$ cat src/rtl/dmem_wbuf_pkg.sv
// rtl/dmem_wbuf_pkg.sv - shared constants and types for the data-memory write buffer
// Purpose: store/no-op opcodes, buffer FSM state encoding and the entry record.
// The entry record is sized by WBUF_ADDR_W/WBUF_DATA_W; the top-level ADDR_W/DATA_W
// parameters default to these and must be changed together with them.
package dmem_wbuf_pkg;

  localparam logic [6:0] OPC_STORE = 7'b0100011;
  localparam logic [6:0] OPC_NONE  = 7'b0000000;

  localparam int WBUF_ADDR_W = 32;
  localparam int WBUF_DATA_W = 32;

  typedef enum logic [1:0] {
    IDLE  = 2'd0,
    DRAIN = 2'd1,
    FLUSH = 2'd2
  } wbuf_state_t;

  typedef struct packed {
    logic                   valid;
    logic [WBUF_ADDR_W-1:0] addr;
    logic [WBUF_DATA_W-1:0] data;
  } wbuf_entry_t;

endpackage

$ cat src/rtl/wbuf_match.sv
// rtl/wbuf_match.sv - word-index comparator with newest-entry priority select
// Purpose: find the newest valid entry whose word index equals i_key.
// Ports:
//   i_valid  per-entry valid mask (may be pre-masked by the caller)
//   i_word   per-entry word index
//   i_tail   FIFO tail pointer; the entry just before tail is the newest
//   i_key    word index being looked up
//   o_hit    some masked entry matches
//   o_idx    slot of the newest matching entry (0 when no hit)
module wbuf_match #(
  parameter int DEPTH  = 4,
  parameter int WORD_W = 30,
  parameter int PTR_W  = $clog2(DEPTH)
) (
  input  logic [DEPTH-1:0]             i_valid,
  input  logic [DEPTH-1:0][WORD_W-1:0] i_word,
  input  logic [PTR_W-1:0]             i_tail,
  input  logic [WORD_W-1:0]            i_key,
  output logic                         o_hit,
  output logic [PTR_W-1:0]             o_idx
);

  logic [PTR_W-1:0] w_slot;

  // Walk from oldest (tail-DEPTH) to newest (tail-1); a later hit overrides an
  // earlier one, so the newest match wins.
  always_comb begin
    o_hit  = 1'b0;
    o_idx  = '0;
    w_slot = '0;
    for (int k = DEPTH; k >= 1; k--) begin
      w_slot = i_tail - PTR_W'(k);
      if (i_valid[w_slot] && (i_word[w_slot] == i_key)) begin
        o_hit = 1'b1;
        o_idx = w_slot;
      end
    end
  end

endmodule

$ cat src/rtl/dmem_write_buffer.sv
// rtl/dmem_write_buffer.sv - posted-store FIFO between L2 writeback and data memory
// Purpose: queue word stores, drain one per cycle in order with the store opcode,
// and forward pending store data to same-word loads.
// Optional feature: define DMEM_WBUF_COALESCE_EN to merge a push into the newest
// matching non-head entry instead of allocating a new slot.
// Ports:
//   i_clk, i_rst_n               clock, asynchronous active-low reset
//   i_wr_valid/o_wr_ready        store handshake from L2
//   i_wr_addr, i_wr_data         store byte address and data
//   i_ld_addr -> o_ld_hit/o_ld_data  combinational load forwarding
//   i_flush_req, o_flush_done    level drain request, completion pulse
//   o_dmem_opcode/addr/wdata     head entry presented to data memory
//   o_count                      occupied entries
module dmem_write_buffer
  import dmem_wbuf_pkg::*;
#(
  parameter int DEPTH  = 4,
  parameter int ADDR_W = WBUF_ADDR_W,
  parameter int DATA_W = WBUF_DATA_W
) (
  input  logic                      i_clk,
  input  logic                      i_rst_n,
  input  logic                      i_wr_valid,
  output logic                      o_wr_ready,
  input  logic [ADDR_W-1:0]         i_wr_addr,
  input  logic [DATA_W-1:0]         i_wr_data,
  input  logic [ADDR_W-1:0]         i_ld_addr,
  output logic                      o_ld_hit,
  output logic [DATA_W-1:0]         o_ld_data,
  input  logic                      i_flush_req,
  output logic                      o_flush_done,
  output logic [6:0]                o_dmem_opcode,
  output logic [ADDR_W-1:0]         o_dmem_addr,
  output logic [DATA_W-1:0]         o_dmem_wdata,
  output logic [$clog2(DEPTH):0]    o_count
);

  localparam int PTR_W  = $clog2(DEPTH);
  localparam int CNT_W  = PTR_W + 1;
  localparam int WORD_W = ADDR_W - 2;

  wbuf_entry_t       r_entry [DEPTH];
  logic [PTR_W-1:0]  r_head;
  logic [PTR_W-1:0]  r_tail;
  logic [CNT_W-1:0]  r_count;
  wbuf_state_t       r_state;
  logic              r_flush_done;

  wbuf_state_t                 w_state_nxt;
  logic                        w_push;
  logic                        w_pop;
  logic                        w_coal;
  logic                        w_alloc;
  logic [CNT_W-1:0]            w_count_nxt;
  logic [DEPTH-1:0]            w_valid_vec;
  logic [DEPTH-1:0][WORD_W-1:0] w_words;
  logic                        w_ld_hit;
  logic [PTR_W-1:0]            w_ld_idx;
  logic                        w_unused_ld_lsb;

  assign w_unused_ld_lsb = ^i_ld_addr[1:0];

  always_comb begin
    w_valid_vec = '0;
    w_words     = '0;
    for (int i = 0; i < DEPTH; i++) begin
      w_valid_vec[i] = r_entry[i].valid;
      w_words[i]     = r_entry[i].addr[ADDR_W-1:2];
    end
  end

  // Forwarding looks at every valid entry, head included.
  wbuf_match #(
    .DEPTH  (DEPTH),
    .WORD_W (WORD_W)
  ) u_ld_match (
    .i_valid (w_valid_vec),
    .i_word  (w_words),
    .i_tail  (r_tail),
    .i_key   (i_ld_addr[ADDR_W-1:2]),
    .o_hit   (w_ld_hit),
    .o_idx   (w_ld_idx)
  );

`ifdef DMEM_WBUF_COALESCE_EN
  logic [DEPTH-1:0] w_coal_mask;
  logic             w_coal_hit;
  logic [PTR_W-1:0] w_coal_idx;

  // Head is on the memory bus this cycle, so it may not absorb new data.
  assign w_coal_mask = w_valid_vec & ~(DEPTH'(1) << r_head);

  wbuf_match #(
    .DEPTH  (DEPTH),
    .WORD_W (WORD_W)
  ) u_wr_match (
    .i_valid (w_coal_mask),
    .i_word  (w_words),
    .i_tail  (r_tail),
    .i_key   (i_wr_addr[ADDR_W-1:2]),
    .o_hit   (w_coal_hit),
    .o_idx   (w_coal_idx)
  );

  assign w_coal = w_push & w_coal_hit;
`else
  assign w_coal = 1'b0;
`endif

  assign o_wr_ready  = (r_count < CNT_W'(DEPTH)) && (r_state != FLUSH);
  assign w_push      = i_wr_valid & o_wr_ready;
  // Any occupied head is presented to memory and retires at the next edge.
  assign w_pop       = (r_count != '0);
  assign w_alloc     = w_push & ~w_coal;
  assign w_count_nxt = r_count + CNT_W'(w_alloc) - CNT_W'(w_pop);

  always_comb begin
    w_state_nxt = r_state;
    unique case (r_state)
      IDLE: begin
        if (i_flush_req)  w_state_nxt = FLUSH;
        else if (w_push)  w_state_nxt = DRAIN;
      end
      DRAIN: begin
        if (i_flush_req)              w_state_nxt = FLUSH;
        else if (w_count_nxt == '0)   w_state_nxt = IDLE;
      end
      FLUSH: begin
        if (w_count_nxt == '0)        w_state_nxt = IDLE;
      end
      default: w_state_nxt = IDLE;
    endcase
  end

  always_ff @(posedge i_clk or negedge i_rst_n) begin
    if (!i_rst_n) begin
      r_head       <= '0;
      r_tail       <= '0;
      r_count      <= '0;
      r_state      <= IDLE;
      r_flush_done <= 1'b0;
      for (int i = 0; i < DEPTH; i++) begin
        r_entry[i] <= '0;
      end
    end else begin
      if (w_pop) begin
        r_entry[r_head].valid <= 1'b0;
        r_head                <= r_head + PTR_W'(1);
      end
      // A push never lands on head while it pops: wr_ready is low when full.
      if (w_alloc) begin
        r_entry[r_tail] <= '{valid: 1'b1, addr: i_wr_addr, data: i_wr_data};
        r_tail          <= r_tail + PTR_W'(1);
      end
`ifdef DMEM_WBUF_COALESCE_EN
      if (w_coal) begin
        r_entry[w_coal_idx].data <= i_wr_data;
      end
`endif
      r_count      <= w_count_nxt;
      r_state      <= w_state_nxt;
      r_flush_done <= (r_state == FLUSH) && (w_count_nxt == '0);
    end
  end

  // Memory outputs derive only from reset registers, so they drop to idle
  // the instant reset asserts.
  assign o_dmem_opcode = w_pop ? OPC_STORE : OPC_NONE;
  assign o_dmem_addr   = w_pop ? r_entry[r_head].addr : '0;
  assign o_dmem_wdata  = w_pop ? r_entry[r_head].data : '0;
  assign o_ld_hit      = w_ld_hit;
  assign o_ld_data     = w_ld_hit ? r_entry[w_ld_idx].data : '0;
  assign o_flush_done  = r_flush_done;
  assign o_count       = r_count;

endmodule

$ cat config.mk
export PLATFORM = sky130hd
export DESIGN_NAME = dmem_write_buffer
export DESIGN_NICKNAME = d
export VERILOG_FILES = /design/src/rtl/dmem_wbuf_pkg.sv /design/src/rtl/wbuf_match.sv /design/src/rtl/dmem_write_buffer.sv
export SDC_FILE = /design/constraint.sdc
export NUM_CORES = 1
export LEC_CHECK = 0
export BUFFER_PORTS_ARGS = -buffer_cell sky130_fd_sc_hd__clkbuf_2
export CAP_MARGIN = 30
export CORE_UTILIZATION = 60
export CTS_BUF_LIST = sky130_fd_sc_hd__clkbuf_4 sky130_fd_sc_hd__clkbuf_8 sky130_fd_sc_hd__clkbuf_16
export DETAILED_ROUTE_END_ITERATION = 7
export GPL_ROUTABILITY_DRIVEN = 0
export PLACE_DENSITY = 0.88
export SLEW_MARGIN = 40
export SYNTH_ARGS = -nofsm -noshare
export SYNTH_HDL_FRONTEND = slang
export SYNTH_HIERARCHICAL = 1
export SYNTH_SLANG_ARGS = --single-unit
$ cat constraint.sdc
create_clock -name i_clk -period 6.7 [get_ports i_clk]
set_clock_uncertainty 0.15 [all_clocks]
set_input_delay 1.34 -clock i_clk [delete_from_list [all_inputs] [get_ports i_clk]]
set_output_delay 1.34 -clock i_clk [all_outputs]
set_load 0.03 [all_outputs]
==> metrics.txt, run 1 <==
status=finished with violations; failing checks=design-rule violations; Layout Nets=1645; grt total ovfl=0; die width=175 um; CTS tree=built; Hold Path Class=flip-flop to flip-flop; Fin Setup TNS=0 ps; most frequent cells after synthesis=dfrtp_1, mux2_1, mux4_2; Final HPWL DP=32300 um; Clk Latency, worst-skew pair=580 ps; Critical Path Max Stage Delay=570 ps; unrepaired setup endpoints after global routing=no; crit end category=output pin; # rows=63; root buf cell=clkbuf_16; Critical Path Start=r_tail[1]$_DFFE_PN0P_; final-layout fill cell count=1999; die area=30700 um^2; cell taking the most area after synthesis=dfrtp_1; share of flip-flops with an asynchronous set or reset=1.00; crit path max-delay cell type=nor4_1; Comb power frac=0.576; Layout Cells excl Fill=1950; Seq/Total Area, Yosys=0.375; dominant synthesized flop cell=dfrtp_1; Worst-Margin Slew=822 ps; r2r setup slk=3140 ps; min Tclk post-route=6580 ps; share of cells above drive strength 1=0.341; mapped cell area=18000 um^2; Netlist cell types=68; initial antenna violation count=3; Sw Pwr=5.16 mW; Avg WL per Cell=24.8 um; Final Hold Fails=0; top cells by area, synth=dfrtp_1, mux4_2, mux2_1; fin crit share=0.982; Detail Route Antenna Nets=0; Slew headroom=0.452; hold path start=r_entry[32]$_DFFE_PN0P_; Pint=6.64 mW; Reg-to-Reg Start=o_count[1]$_DFF_PN0_; Global Route Usage Sum=0.316; Seq pwr share=0.280; first-pass GRT wire length=75100 um; DRC=2; Top delay family on crit path=compound AO/OA/AOI/OAI gates; core area=29600 um^2; worst path bufs/invs=4; Total Wirelength=48300 um; Critical R2R Capture=r_state[1]$_DFFE_PN0P_; Initial DRC Count=1379; syn avg cell area=13.2 um^2; CP Class=flip-flop to output pin; I/O Pins=209; P per Cell Area=580 nW/um^2; cell count of the worst reg-to-reg path=11; Worst EP required=5210 ps; pin count of the biggest net entering global routing=144; share of the synthesized area in the top cell type=0.375; number of port buffers=202; hold path depth=1; Mapped Cells=1367; synthesized flop and latch total=270; vias post-DR=13000; # setup viols final=0; placed instance count=1873; clk buf depth=3; top-count cell post-synth=dfrtp_1; Starting Density=0.609; DR vias/cell=6.66; clk sinks=270; Post-synth EDFFs=0; Fmax=152 MHz; VDD IR-drop max=0.322 mV; crit-path max FO=24; Hold Buf Count CTS=0; WHS Endpoint=r_entry[32]$_DFFE_PN0P_; YS warnings=6; leakage power total=8.92 nW; Die H=175 um; CTS buffer count=30; clock share of power=0.144; Sw Share=0.438; type of origin of the critical path=flip-flop; area added between synthesis and finish=13.0%; H-tree levels=1; Clock Pin Slew Worst Setup and Hold Paths=70 ps; max_cap viols=0; vias in the first global route=13400; critical path cell sequence=buf_12, buf_4, mux4_2, xor2_1, nor4_1, o2111ai_1, a221oi_1, nand4b_1, o311a_1, a21oi_4, buf_12, mux4_2, and2_1, clkbuf_2; Slew Limit Fails=0; CP Data Arrival Time=5090 ps; drt pass-1 iters=8
worst max path at each step:
| stage | depth (start not counted) | to |
|---|---|---|
| 2_1_floorplan | 11 | o_ld_data[11] |
| 3_3_place_gp | 13 | o_ld_data[3] |
| 3_5_place_dp | 13 | o_ld_data[14] |
| 4_1_cts | 13 | o_ld_data[16] |
| 5_1_grt | 14 | o_ld_data[16] |
| 6_report | 14 | o_ld_data[16] |
worst reg2reg max path, cell delays in order (launching register included):
cell	delay (ps)
dfrtp_1	440
nor3_2	530
inv_2	330
buf_4	420
ha_1	370
inv_1	50
ha_1	120
inv_1	50
fa_1	390
xor3_1	250
o21ai_0	210
o21ai_0	110
logic make-up after synthesis:
group / after synthesis / share of synthesized area
compound gates: 111 / 0.0426
xor+xnor: 103 / 0.0510
fa+ha+maj: 11 / 0.00807
buf+inv: 145 / 0.0524
flops: 270 / 0.375
mux: 518 / 0.403
other cells: 1 / 0.000208
simple gates: 208 / 0.0674
flip-flops by register name, indices dropped and copies added (netlist names):
| register | count |
|---|---|
| o_count | 3 |
| r_tail | 2 |
| r_head | 2 |
| o_flush_done | 1 |
| r_entry | 260 |
| r_state | 2 |
metrics by stage:
stage,util,power (mW),cell area [um^2],hold WS [ps],worst slack [ps]
finish,0.688,11.8,20300,338,124
CTS,0.681,11.6,20100,340,36.2
detailed placement,0.645,9.79,19100,326,462
global route,0.688,12.3,20300,369,72.4
global placement,0.644,9.51,19000,319,590
floorplan,-,8.12,18000,309,887
layout make-up:
cell class / count / area (um^2) / share of cell area
inverter: 25 / 93.8 / 0.00461
clock inverter: 13 / 155 / 0.00763
timing repair buffer: 252 / 1550 / 0.0760
sequential: 270 / 6770 / 0.333
tap: 390 / 488 / 0.0240
clock buffer: 43 / 886 / 0.0436
multi-input combinational: 955 / 10400 / 0.511
antenna: 2 / 5.00 / 0.000246
power groups by stage:
stage	logic, mW	registers [mW]	clock network [mW]
after floorplan	5.18	2.94	0
after global routing	7.13	3.41	1.79
after detailed placement	6.43	3.37	0
final	6.80	3.30	1.70
after CTS	6.51	3.34	1.72
after global placement	6.21	3.30	0
per-layer routing:
layer,wire (um),GRT usage,vias up
li1,-,-,5459
met1,18000,0.408,6589
met2,22900,0.500,745
met3,4940,0.0803,202
met4,2450,0.151,0
met5,0,0,-
what timing repair did:
item / CTS / global route
setup buffers: 1 / 17
resized for setup: 0 / 1
setup endpoints to repair: 21 / 32
cells in the final DEF, fill, tap and decap left out, types with 10 or more instances in the layout:
cell type  count
xor2_1        18
nand4_1       17
o21ai_0       27
and2_1       101
buf_4         36
clkbuf_2     201
clkbuf_16     30
mux4_2       136
mux2_2        67
dfrtp_1      266
inv_1         22
a21oi_1       16
ha_1          10
nand2_1       22
mux2_1       196
nor2_1        20
xnor2_1       83
mux2i_1      116
nor3_1        10
Power figures use the tool's default switching activity.
==> run 2, diff against run 1 <==
- BUFFER_PORTS_ARGS: -buffer_cell sky130_fd_sc_hd__clkbuf_2 -> default
- CORE_UTILIZATION: 60 -> 65
- DONT_BUFFER_PORTS: default -> 1
- PLACE_DENSITY: 0.88 -> 0.87
==> metrics.txt, run 2 (synthesis results as in run 1) <==
max reg flops=260; Starting Density=0.666; Die H=168 um; status=finished, final reports clean; final design utilization=0.705; DRC=0; core area=27000 um^2; grt total ovfl=0; # rows=60; Clock Pin Slew Worst Setup and Hold Paths=60 ps; Sw Pwr=4.93 mW; Fmax=152 MHz; Global Route Usage Sum=0.333; Final HPWL DP=31300 um; Detail Route Antenna Nets=0; VDD IR-drop max=0.353 mV; multi-input logic area=10400 um^2; # diodes=0; share of cells above drive strength 1=0.228; total power=11.2 mW; Clk Latency, worst-skew pair=570 ps; fin crit share=0.984; Non-Filler Cell Area, Final=19000 um^2; dpl cell area=18000 um^2; type of origin of the critical path=flip-flop; drt pass-1 iters=7; initial antenna violation count=0; Layout Nets=1421; Sw Share=0.439; P per Cell Area=589 nW/um^2; unrepaired setup endpoints after global routing=no; vias in the first global route=12700; CP Class=flip-flop to output pin; Pint=6.29 mW; Comb power frac=0.554; area added between synthesis and finish=5.85%; most frequent cells in the layout=dfrtp_1, mux2_1, mux4_2; max_cap viols=0; Final Hold Fails=0; Hold Path Class=primary input to async pin; vias post-DR=12100; root buf cell=clkbuf_16; clk buf depth=3; Slew headroom=0.469; CTS tree=built; crit end category=output pin; worst setup margin=106 ps; dpl ws=605 ps; final-layout fill cell count=1785; clk sinks=270; Slew Limit Fails=0; Critical Path Start=r_tail[0]$_DFFE_PN0P_; Most flops, register=r_entry; crit-path max FO=32; Avg WL per Cell=28.0 um; Seq pwr share=0.300; min Tclk post-route=6590 ps; Worst EP required=5210 ps; DR vias/cell=7.24; Reg area=6770 um^2; clock share of power=0.145; die width=168 um; H-tree levels=1; CP Data Arrival Time=5100 ps; # setup viols final=0; Worst-Margin Slew=797 ps; leakage power total=7.93 nW; pin count of the biggest net entering global routing=271; die area=28400 um^2; Total Wirelength=46800 um; CTS buffer count=29; Fin Setup TNS=0 ps; first-pass GRT wire length=72400 um; most frequent standard cell in the layout excluding fill and tap cells=dfrtp_1; Reg-to-Reg Start=o_count[1]$_DFF_PN0_; number of port buffers=0; Initial DRC Count=1522; I/O Pins=209
-- run 2: cell count changes in the layout (fill, tap and decap cells not counted), moves of 2 or more --
cell,delta
clkbuf_8,+4
diode_2,-2
clkinvlp_4,-2
buf_8,-2
buf_4,-20
clkbuf_2,-201
buf_6,-2
-- run 2: final timing paths --
kind,slack (ps),end,cells after the start
min in group i_clk,340,r_entry[97]$_DFFE_PN0P_,1
max,110,o_ld_data[23],12
max reg2reg,2920,r_state[1]$_DFFE_PN0P_,11
min reg2reg,340,r_entry[97]$_DFFE_PN0P_,1
min,330,r_entry[245]$_DFFE_PN0P_,0
max in group asynchronous,5450,r_tail[0]$_DFFE_PN0P_,0
-- run 2: stage by stage --
step	instances	hold WS, ps
after detailed placement	1617	334
final	1672	327
after global placement	1613	320
after global routing	1672	311
after CTS	1670	314
after floorplan	1370	309
-- run 2: critical path: stages, from the launching register on --
cell       delay [ps]
dfrtp_4           620
buf_4             310
mux4_2            530
xnor2_1           190
nand2_1           120
a2111oi_0         610
nand4_1           300
nor2_1            260
o21ai_0           200
a21oi_4           210
buf_12            300
mux4_2            550
and2_1            290
-- run 2: layout make-up --
| class | count | share of cell area |
|---|---|---|
| clock inverter | 7 | 0.00407 |
| timing repair buffer | 29 | 0.0200 |
| sequential | 270 | 0.355 |
| tap | 341 | 0.0224 |
| clock buffer | 45 | 0.0477 |
| multi-input combinational | 955 | 0.545 |
| inverter | 25 | 0.00493 |
-- run 2: power groups by stage --
stage | Combinational [mW] | Clock [mW] | Sequential (mW)
2_1_floorplan | 5.18 | 0 | 2.94
3_3_place_gp | 5.66 | 0 | 3.40
3_5_place_dp | 5.98 | 0 | 3.40
4_1_cts | 6.06 | 1.65 | 3.36
5_1_grt | 6.51 | 1.71 | 3.48
6_report | 6.22 | 1.63 | 3.37
-- run 2: repair_timing --
item                       4_1_cts  5_1_grt
gates resized for setup          0        1
setup endpoints to repair        3       32
hold buffers                     0        0
setup buffers                    1        2
-- run 2: routing by layer --
layer	track usage	share of wire	routed length, um
met1	0.422	0.37	17400
met2	0.527	0.47	21900
met4	0.158	0.052	2440
met5	0	0	0
met3	0.101	0.11	5050
==> run 3, diff against run 2 <==
==> constraint.sdc (replaced) <==
create_clock -name i_clk -period 6.7 [get_ports i_clk]
set_clock_uncertainty 0.15 [all_clocks]
set_input_delay 0.67 -clock i_clk [delete_from_list [all_inputs] [get_ports i_clk]]
set_output_delay 0.67 -clock i_clk [all_outputs]
set_load 0.03 [all_outputs]
==> metrics.txt, run 3 (synthesis results as in run 1) <==
status=finished with violations; failing checks=design-rule violations, negative hold slack; r2r setup slk=3650 ps; max reg flops=260; DR vias/cell=7.16; share of cells above drive strength 1=0.224; number of port buffers=0; Global Route Usage Sum=0.331; most frequent cells in the layout=dfrtp_1, mux2_1, mux4_2; Clk Latency, worst-skew pair=560 ps; cell count of the worst reg-to-reg path=5; setup bufs post-CTS=0; # diodes=0; clk sinks=270; post_cts resized=0; Total Wirelength=45800 um; I/O Pins=209; CTS tree=built; vias post-DR=11900; Die H=168 um; Hold Path Class=primary input to async pin; Non-Filler Cell Area, Final=18900 um^2; Slew headroom=0.429; CTS buffer count=29; Detail Route Antenna Nets=0; leakage power total=7.85 nW; core area=27000 um^2; Avg WL per Cell=27.5 um; Initial DRC Count=1150; Layout Cells excl Fill=1664; crit-path max FO=41; worst hold margin=-351 ps; CP Class=flip-flop to output pin; Most flops, register=r_entry; fin crit share=0.918; area added between synthesis and finish=4.92%; Final HPWL DP=30800 um; DRC=8; max_cap viols=0; drt pass-1 iters=8; type of origin of the critical path=flip-flop; Fin Setup TNS=0 ps; first-pass GRT wire length=71900 um; Layout Nets=1411; # setup viols final=0; Final Hold Fails=270; initial antenna violation count=0; # rows=60; Reg-to-Reg Start=r_tail[0]$_DFFE_PN0P_; Critical R2R Capture=r_entry[116]$_DFFE_PN0P_; pin count of the biggest net entering global routing=271; CP Data Arrival Time=5330 ps; worst setup margin=547 ps; Starting Density=0.666; VDD IR-drop max=0.356 mV; die area=28400 um^2; die width=168 um; crit end category=output pin; Fmax=163 MHz; Worst EP required=5880 ps; root buf cell=clkbuf_16; dpl cell area=17900 um^2; clk buf depth=3; Slew Limit Fails=0; unrepaired setup endpoints after global routing=no; Clock Pin Slew Worst Setup and Hold Paths=60 ps; placed instance count=1610; grt total ovfl=0; P per Cell Area=587 nW/um^2; min Tclk post-route=6150 ps; Worst-Margin Slew=855 ps; most frequent standard cell in the layout excluding fill and tap cells=dfrtp_1; dpl ws=1150 ps; H-tree levels=1; vias in the first global route=12300
[run 3: changes by cell type in the layout (fill, tap and decap cells not counted), moves of 2 or more]
cell / delta
clkbuf_8: -7
clkinv_2: +5
buf_12: -3
buf_4: -3
bufinv_16: +2
clkbuf_16: -2
clkinv_4: +2
[run 3: final cells by class]
type	count	area, um^2
sequential	270	6770
clock inverter	16	180
clock buffer	38	812
timing repair buffer	19	209
inverter	25	93.8
fill	1785	8140
multi-input combinational	955	10400
tap	341	427
[run 3: worst max path at each step]
stage,end,startpoint,cells past startpoint
5_1_grt,o_ld_data[21],r_tail[0]$_DFFE_PN0P_,12
6_report,o_ld_data[26],r_tail[0]$_DFFE_PN0P_,12
3_5_place_dp,o_ld_data[21],r_tail[0]$_DFFE_PN0P_,12
2_1_floorplan,o_ld_data[11],r_tail[1]$_DFFE_PN0P_,15
4_1_cts,o_ld_data[21],r_tail[0]$_DFFE_PN0P_,12
3_3_place_gp,o_ld_data[27],r_tail[0]$_DFFE_PN0P_,12
[run 3: power by group]
group | leakage (nW) | switching [mW] | internal (mW)
combinational | 3.99 | 3.18 | 2.83
sequential | 3.35 | 1.01 | 2.42
clock | 0.502 | 0.678 | 0.975
[run 3: per-stage QoR]
step | power (mW) | util
after detailed placement | 9.31 | 0.662
after global routing | 11.6 | 0.699
after CTS | 11.0 | 0.699
final | 11.1 | 0.699
after floorplan | 8.12 | -
after global placement | 9.03 | 0.660
[run 3: critical path, cell delays in order (launching register included)]
cell and delay (ps):
dfrtp_4 910, buf_4 330, mux4_2 530, xnor2_1 330
nand4_1 130, a2111oi_0 470, nand4_1 250, nor2_1 220
o21ai_0 180, a21oi_4 210, buf_12 300, mux4_2 560
and2_1 300
[run 3: layer usage]
layer	vias to the layer above	GRT usage	share of wire
li1	5013	-	-
met1	6130	0.422	0.38
met4	0	0.140	0.047
met3	175	0.0997	0.099
met2	602	0.529	0.48
met5	-	0	0
